<file path="src/rtl/hazard_pkg.sv">
// rtl/hazard_pkg.sv - shared types and constants for the pipeline hazard controller
package hazard_pkg;

    typedef enum logic {
        RUN     = 1'b0,
        MD_WAIT = 1'b1
    } hz_state_e;

    localparam int REG_ZERO       = 0;
    localparam int MD_LATENCY_DEF = 4;

endpackage

</file>
<file path="src/rtl/sat_counter.sv">
// rtl/sat_counter.sv - saturating event counter, holds at all-ones
module sat_counter #(
    parameter int WIDTH = 16
) (
    input  logic             clk,
    input  logic             reset,
    input  logic             inc,
    output logic [WIDTH-1:0] count
);

    logic [WIDTH-1:0] count_d;
    logic [WIDTH-1:0] count_q;

    always_comb begin
        count_d = count_q;
        if (inc && (count_q != '1)) begin
            count_d = count_q + WIDTH'(1);
        end
    end

    always_ff @(posedge clk or negedge reset) begin
        if (!reset) begin
            count_q <= '0;
        end else begin
            count_q <= count_d;
        end
    end

    assign count = count_q;

endmodule

</file>
<file path="src/rtl/pipeline_hazard_ctrl.sv">
// rtl/pipeline_hazard_ctrl.sv - load-use, taken-branch and mult/div hazard control
// for the 5-stage pipeline front end, with stall/flush performance counters.
module pipeline_hazard_ctrl
    import hazard_pkg::*;
#(
    parameter int REG_W      = 5,
    parameter int MD_LATENCY = MD_LATENCY_DEF,
    parameter int CNT_W      = 16
) (
    input  logic             clk,
    input  logic             reset,
    input  logic [REG_W-1:0] id_rs,
    input  logic [REG_W-1:0] id_rt,
    input  logic             id_uses_rs,
    input  logic             id_uses_rt,
    input  logic             id_md_start,
    input  logic             ex_mem_read,
    input  logic [REG_W-1:0] ex_rd,
    input  logic             ex_branch_taken,
    output logic             pc_write,
    output logic             if_id_stall,
    output logic             if_id_flush,
    output logic             id_ex_bubble,
    output logic             md_busy,
    output logic [CNT_W-1:0] stall_cycles,
    output logic [CNT_W-1:0] flush_events
);

    hz_state_e  state_d;
    hz_state_e  state_q;
    logic [3:0] md_cnt_d;
    logic [3:0] md_cnt_q;
    logic       lu;

    // Writes to register zero never create a real dependency.
    assign lu = ex_mem_read
             && (ex_rd != REG_W'(REG_ZERO))
             && ((id_uses_rs && (id_rs == ex_rd)) || (id_uses_rt && (id_rt == ex_rd)));

    always_comb begin
        state_d  = state_q;
        md_cnt_d = md_cnt_q;
        case (state_q)
            RUN: begin
                if (id_md_start && !lu && !ex_branch_taken) begin
                    state_d  = MD_WAIT;
                    md_cnt_d = 4'(MD_LATENCY - 1);
                end
            end
            MD_WAIT: begin
                if (ex_branch_taken || (md_cnt_q == 4'd0)) begin
                    state_d  = RUN;
                    md_cnt_d = 4'd0;
                end else begin
                    md_cnt_d = md_cnt_q - 4'd1;
                end
            end
            default: begin
                state_d  = RUN;
                md_cnt_d = 4'd0;
            end
        endcase
    end

    always_ff @(posedge clk or negedge reset) begin
        if (!reset) begin
            state_q  <= RUN;
            md_cnt_q <= 4'd0;
        end else begin
            state_q  <= state_d;
            md_cnt_q <= md_cnt_d;
        end
    end

    // Reset is folded in combinationally so the controls go safe without waiting for a clock.
    always_comb begin
        pc_write     = 1'b1;
        if_id_stall  = 1'b0;
        if_id_flush  = 1'b0;
        id_ex_bubble = 1'b0;
        if (!reset) begin
            pc_write     = 1'b0;
            if_id_flush  = 1'b1;
            id_ex_bubble = 1'b1;
        end else if (ex_branch_taken) begin
            if_id_flush  = 1'b1;
            id_ex_bubble = 1'b1;
        end else if ((state_q == MD_WAIT) || lu) begin
            pc_write     = 1'b0;
            if_id_stall  = 1'b1;
            id_ex_bubble = 1'b1;
        end
    end

    assign md_busy = (state_q == MD_WAIT);

    sat_counter #(.WIDTH(CNT_W)) u_stall_cnt (
        .clk   (clk),
        .reset (reset),
        .inc   (if_id_stall),
        .count (stall_cycles)
    );

    sat_counter #(.WIDTH(CNT_W)) u_flush_cnt (
        .clk   (clk),
        .reset (reset),
        .inc   (if_id_flush && reset),
        .count (flush_events)
    );

endmodule

</file>
<file path="config.mk">
export PLATFORM = sky130hd
export DESIGN_NAME = pipeline_hazard_ctrl
export DESIGN_NICKNAME = d
export VERILOG_FILES = /design/src/rtl/hazard_pkg.sv /design/src/rtl/sat_counter.sv /design/src/rtl/pipeline_hazard_ctrl.sv
export SDC_FILE = /design/constraint.sdc
export NUM_CORES = 1
export LEC_CHECK = 0
export ABC_AREA = 0
export BUFFER_PORTS_ARGS = -buffer_cell sky130_fd_sc_hd__clkbuf_2
export CORE_AREA = 2 2 77 79
export DETAILED_ROUTE_END_ITERATION = 16
export DIE_AREA = 0 0 79 81
export GPL_ROUTABILITY_DRIVEN = 0
export HOLD_SLACK_MARGIN = 0.06
export MAX_ROUTING_LAYER = met4
export PLACE_DENSITY = 0.66
export RECOVER_POWER = 25
export SYNTH_ARGS = -nofsm -noshare
export SYNTH_HDL_FRONTEND = slang
export SYNTH_HIERARCHICAL = 1
export SYNTH_SLANG_ARGS = --single-unit
</file>
<file path="constraint.sdc">
create_clock -name clk -period 1.6 [get_ports clk]
set_input_delay 0.24 -clock clk [delete_from_list [all_inputs] [get_ports clk]]
set_output_delay 0.24 -clock clk [all_outputs]
set_load 0.005 [all_outputs]
</file>
Yosys cells after proc, flatten, opt, wreduce, memory -nomap -nowiden --
Index checks and enable logic that the tools add are counted.
Word-level totals: flip-flop bits (word level) 37, bits in latches 0, RAM bits 0, memory bits (read-only) 0, input port bits 22, output and inout bits 37, memories kept 0
Cells by class: add/subtract/negate cells 3, $mul 0, divide/modulo/power cells 0, $lt $le $gt $ge 0, equality and inequality tests 5, shifts and indexed selects 0, muxes and demuxes 16, bitwise logic cells 1, reduce and logical (&&, ||, !) cells 16
Operators with widths (number):
- $add 16x1->16 const B | 2
- $ne 16x16->1 const B | 2
- $mux 1 | 12
- $eq 5x5->1 | 2
- $logic_and 1x1->1 | 9
- $mux 4 | 2
- $pmux 4 s2 | 1
- $reduce_bool 5->1 | 1
- $logic_not 4->1 | 1
- $sub 4x1->4 const B | 1
- $logic_or 1x1->1 | 3
- $logic_not 1->1 | 2
- $ne 2x2->1 const B | 1
- $pmux 1 s2 | 1
- $not 1->1 | 1

Depth between registers and ports, before layout --
depth in word-level cells 9, gate-level depth with buffers 8

By module --
Netlist, hierarchy kept.
Modules (own cells, without submodules):
- sat_counter | times used 2, cells each 72, area each 859.6 um^2
- pipeline_hazard_ctrl | times used 1, cells each 67, area each 528.0 um^2

Worst setup path before layout --
Ideal clock, no wire load.
path type in2reg, start input ex_rd[1], end register u_stall_cnt.count_q[7] (netlist: u_stall_cnt/count[7]), library setup time 132 ps, arrival time 1966 ps, required time 1468 ps, slack -499 ps, stages on the path 8, path buffers 0, path through or4_4 -> o21ai_2 -> nor2_1 -> o2bb2ai_1 -> and3_1 -> and4_2 -> a31oi_1 -> a31oi_1
Between the ends: longest elaborated chain between the ends 9
Ends and longest elaborated chain:
- start: declaration | line pipeline_hazard_ctrl.sv:18 | input logic [REG_W-1:0] ex_rd,
- $eq 5x5->1 | line pipeline_hazard_ctrl.sv:38 | && ((id_uses_rs && (id_rs == ex_rd)) || (id_uses_rt && (id_rt == ex_rd)));
- $logic_and 1x1->1 | line pipeline_hazard_ctrl.sv:38
- $logic_or 1x1->1 | line pipeline_hazard_ctrl.sv:38
- $logic_and 1x1->1 (*) | line pipeline_hazard_ctrl.sv:38
- $logic_or 1x1->1 (*) | line pipeline_hazard_ctrl.sv:88 | end else if ((state_q == MD_WAIT) || lu) begin
- $mux 1 (*) | line pipeline_hazard_ctrl.sv:88
- $mux 1 (*) | line pipeline_hazard_ctrl.sv:85 | end else if (ex_branch_taken) begin
- $mux 1 (*) | line pipeline_hazard_ctrl.sv:81 | if (!reset) begin
- via if_id_stall | line pipeline_hazard_ctrl.sv:21 | output logic if_id_stall,
- $logic_and 1x1->1 (*) | line sat_counter.sv:16 | if (inc && (count_q != '1)) begin
- end signal: assignment | line sat_counter.sv:25 | count_q <= count_d;
- end: declaration | line sat_counter.sv:12 | logic [WIDTH-1:0] count_q;
The timed path passes the listed nets; every way through them passes the cells marked *. A chain may end at the register's enable or synchronous reset.

Worst setup path in the final report --
start input ex_rd[4], end output if_id_stall
Between the ends: longest elaborated chain between the ends 8
Ends and longest elaborated chain (line):
- $eq 5x5->1 | pipeline_hazard_ctrl.sv:38
- $logic_and 1x1->1 | pipeline_hazard_ctrl.sv:38
- $logic_or 1x1->1 | pipeline_hazard_ctrl.sv:38
- $logic_and 1x1->1 (*) | pipeline_hazard_ctrl.sv:38
- $logic_or 1x1->1 (*) | pipeline_hazard_ctrl.sv:88
- $mux 1 (*) | pipeline_hazard_ctrl.sv:88
- $mux 1 (*) | pipeline_hazard_ctrl.sv:85
- $mux 1 (*) | pipeline_hazard_ctrl.sv:81
- end: declaration | pipeline_hazard_ctrl.sv:21
Mark *: on every way between the ends. The rest lies on a longest branch, timed or not.

==> results.sh <==
export IMPL_status="finished, violations left"
export IMPL_violations="negative setup slack"
export IMPL_r2r_end="u_stall_cnt/count[15]$_DFFE_PN0P_"
export IMPL_critPathBufInv=3
export IMPL_crit_slowest_cell="or4_4"
export IMPL_io_buffers=58
export IMPL_fin_util_pct=58.9
export IMPL_maxSlewHeadroom_pct=36.3
export IMPL_die_area_sq_um=6400
export IMPL_drcViolationCount=0
export IMPL_power_density_nw_per_um2=1040
export IMPL_required_ns=1.36
export IMPL_synthCells=211
export IMPL_hp_class="primary input to flop"
export IMPL_endpoint="if_id_stall"
export IMPL_cap_violations=0
export IMPL_seq_power_share_pct=36.2
export IMPL_p_leak_nw=1.60
export IMPL_hold_violations=0
export IMPL_timing_final_crit_period_ns=1.72
export IMPL_synth_area_per_cell_sq_um=10.7
export IMPL_rows=28
export IMPL_htree_num_levels=2
export IMPL_tightest_slew_ns=0.955
export IMPL_chipWidth_microns=79
export IMPL_critPathLaunchType="primary input"
export IMPL_area_growth_synth_to_final_pct=48.7
export IMPL_syn_area_sq_um=2250
export IMPL_core_sq_um=5680
export IMPL_arrival_ns=1.48
export IMPL_wire_per_inst_microns=14.4
export IMPL_fin_skew_ns=0.00778
export IMPL_cp_end_kind="output pin"
export IMPL_vias_per_cell=5.40
export IMPL_comb_power_share_pct=39.8
export IMPL_synth_net_count=236
export IMPL_boundaryPins=59
export IMPL_grt_pass1_wl_mm=9.73
export IMPL_power_internal_w=0.00233
export IMPL_rsz0062_at_grt="true"
export IMPL_finalCritPeriodShare_pct=108
export IMPL_slew_violations=0
export IMPL_antenna_found_initial=0
export IMPL_p_sw_share_pct=32.7
export IMPL_cts_made_buffers=5
export IMPL_root_buffer="clkbuf_8"
export IMPL_yosysWarningCount=6
export IMPL_diodes=0
export IMPL_r2r_slack_ns=0.06
export IMPL_yosys_register_bits=37
export IMPL_p_sw_w=0.00113
export IMPL_vdd_ir_drop_max_mv=0.864
export IMPL_fin_ws_ns=-0.121
export IMPL_final_antenna_net_count=0
export IMPL_drt_wl_total_mm=5.80
export IMPL_clkPwrFrac_pct=23.9
export IMPL_yosysUniqueCellTypes=46
export IMPL_vias=2175
export IMPL_final_nets=352
export IMPL_seq_area_sq_um=927
export IMPL_crit_fanout=4
export IMPL_startpoint="ex_rd[4]"
export IMPL_path_clk_slew_ns=0.07
export IMPL_dr_pass1_iters=4
export IMPL_fmax_ghz=0.581
export IMPL_grt_start_max_net_pins=38
export IMPL_crit_type="primary input to output pin"
export IMPL_timing_critical_path_max_delay_family="simple AND/OR/NAND/NOR gates"
export IMPL_floorplan_initialDensity_pct=39.6
export IMPL_grtUsageTotal_pct=19.9
export IMPL_dp_hpwl_mm=4.46
export IMPL_first_iter_violations=83
export IMPL_synth_yosys_seq_area_share_pct=41.2
export IMPL_fillers=515
export IMPL_setup_violations_final=6
export IMPL_stdcell_area_sq_um=3340
export IMPL_grt_overflow_total=0
export IMPL_r2r_start="u_stall_cnt/count[5]$_DFFE_PN0P_"
export IMPL_path_cells="buf_8 -> or4_4 -> o21ai_4 -> nor2_2 -> o2bb2ai_4 -> buf_6 -> clkbuf_2"
export IMPL_ff2ff_path_depth=4
export IMPL_hp_start="id_md_start"
export IMPL_grt_pass1_vias=2138
export IMPL_cts_sinks=37
export IMPL_place_area_sq_um=3050
export IMPL_multi_input_area_sq_um=1470
export IMPL_dieHeight_microns=81
export IMPL_cp_depth=7
export IMPL_cts_tree="built"
export IMPL_clkLatencyLatePin_ns=0.28
export IMPL_postCtsHoldBufs=0
export IMPL_critPathMaxStageDelay_ns=0.55
export IMPL_clockBufferDepth=2
export IMPL_drive_gt1_share_pct=48.8
[cells in the mapped netlist, drive strengths merged]
cell type / count / area (sq um)
ha: 3 / 37.5
nand2: 12 / 45.0
o2bb2ai: 1 / 8.76
nor2: 11 / 46.3
and4: 6 / 60.1
o31ai: 5 / 65.1
clkbuf: 1 / 3.75
inv: 3 / 11.3
nor3b: 1 / 7.51
a21oi: 11 / 55.1
nor2b: 2 / 12.5
nand2b: 3 / 18.8
and2: 1 / 6.26
o311a: 1 / 10.0
a211oi: 1 / 7.51
o22ai: 2 / 12.5
xor2: 4 / 35.0
a221oi: 1 / 8.76
and3: 4 / 25.0
xnor2: 20 / 175
o21a: 11 / 82.6
nor3: 7 / 45.0
dfrtp: 37 / 926
nor4b: 1 / 8.76
o21ai: 5 / 28.8
and4b: 2 / 20.0
or4: 2 / 18.8
o22a: 1 / 8.76
a31oi: 6 / 37.5
mux2: 2 / 22.5
nor4: 4 / 85.1
o32ai: 1 / 8.76
nand4: 22 / 180
a32oi: 2 / 17.5
o211ai: 2 / 15.0
nand3: 13 / 90.1
[routing by layer]
metal	vias up	global-route usage [%]	share of wire (%)
met2	57	34.2	51
met5	-	-	0
met1	1040	23.3	43
met4	0	8.10	2.2
li1	1063	-	-
met3	15	3.44	3.8
[through the flow]
stage / hold WS [ns] / setup TNS [ns] / worst slack, ns / total power [W] / std cells
floorplan: -0.0556 / -1.74 / -0.304 / 0.00186 / 211
global placement: 0.471 / -4.74 / -0.342 / 0.00245 / 391
detailed placement: 0.473 / -5.34 / -0.371 / 0.00249 / 391
CTS: 0.158 / -0.391 / -0.136 / 0.00336 / 400
global route: 0.339 / -1.04 / -0.167 / 0.00370 / 403
finish: 0.311 / -0.354 / -0.121 / 0.00346 / 403
[cells by family (layout without fill, tap and decap cells)]
group                      Yosys count  after routing  share of synthesized area, %
and+or+nand+nor                     91             91                          29.8
AOI/OAI and AO/OA                   50             50                          16.3
DFF                                 37             37                          41.2
xor gates and xnor gates            24             24                          9.35
buffers and inverters                4            121                         0.668
adders and majority gates            3              3                          1.67
muxes                                2              2                          1.00
[worst min-delay path, cell delays in order]
cell and delay, ns:
clkbuf_2 0.08, nand2b_1 0.14, o31ai_1 0.08
[worst min path at each step]
stage | endpoint | slack, ns | cells past startpoint
2_1_floorplan | md_busy$_DFF_PN0_ | -0.06 | 0
3_3_place_gp | md_cnt_q[3]$_DFFE_PN0P_ | 0.47 | 3
3_5_place_dp | md_cnt_q[3]$_DFFE_PN0P_ | 0.47 | 3
4_1_cts | u_flush_cnt/count[0]$_DFFE_PN0P_ | 0.16 | 3
5_1_grt | md_busy$_DFF_PN0_ | 0.34 | 3
6_report | md_cnt_q[0]$_DFFE_PN0P_ | 0.31 | 3
[layout by cell type (no fill, tap or decap), types with 5 or more instances in the layout]
cell type and count:
a21oi_1 11, a31oi_1 5, buf_4 49, clkbuf_2 53
clkbuf_8 6, dfrtp_1 36, nand2_1 10, nand3_1 11
nand4_1 18, nor2_1 7, o21a_1 11, xnor2_1 13
xnor2_2 7
[what timing repair did]
| item | 4_1_cts | 5_1_grt |
|---|---|---|
| gates cloned | 0 | 0 |
| setup buffers | 1 | 3 |
| setup endpoints to repair | 12 | 20 |
| resized for setup | 7 | 26 |
| pin swaps | 5 | 5 |
[power groups by stage]
stage	Combinational, W	Clock [W]	Sequential [W]
floorplan	0.000504	0	0.00136
global placement	0.00119	0	0.00126
detailed placement	0.00122	0	0.00127
CTS	0.00125	0.000853	0.00126
global route	0.00153	0.000896	0.00128
finish	0.00138	0.000828	0.00125
[state kept, by name, summed over array words and instances, names as in the netlist]
name               cells
u_stall_cnt/count     16
md_busy                1
u_flush_cnt/count     16
md_cnt_q               4
[area by class of cell]
| class | count | area share [%] |
|---|---|---|
| Timing Repair Buffer | 110 | 21.6 |
| Inverter | 3 | 0.337 |
| Multi-Input combinational cell | 170 | 44.0 |
| Tap cell | 75 | 2.81 |
| Sequential cell | 37 | 27.8 |
| Clock buffer | 7 | 2.58 |
| Clock inverter | 1 | 0.899 |
Note: power is estimated with default switching activity, not from simulation.
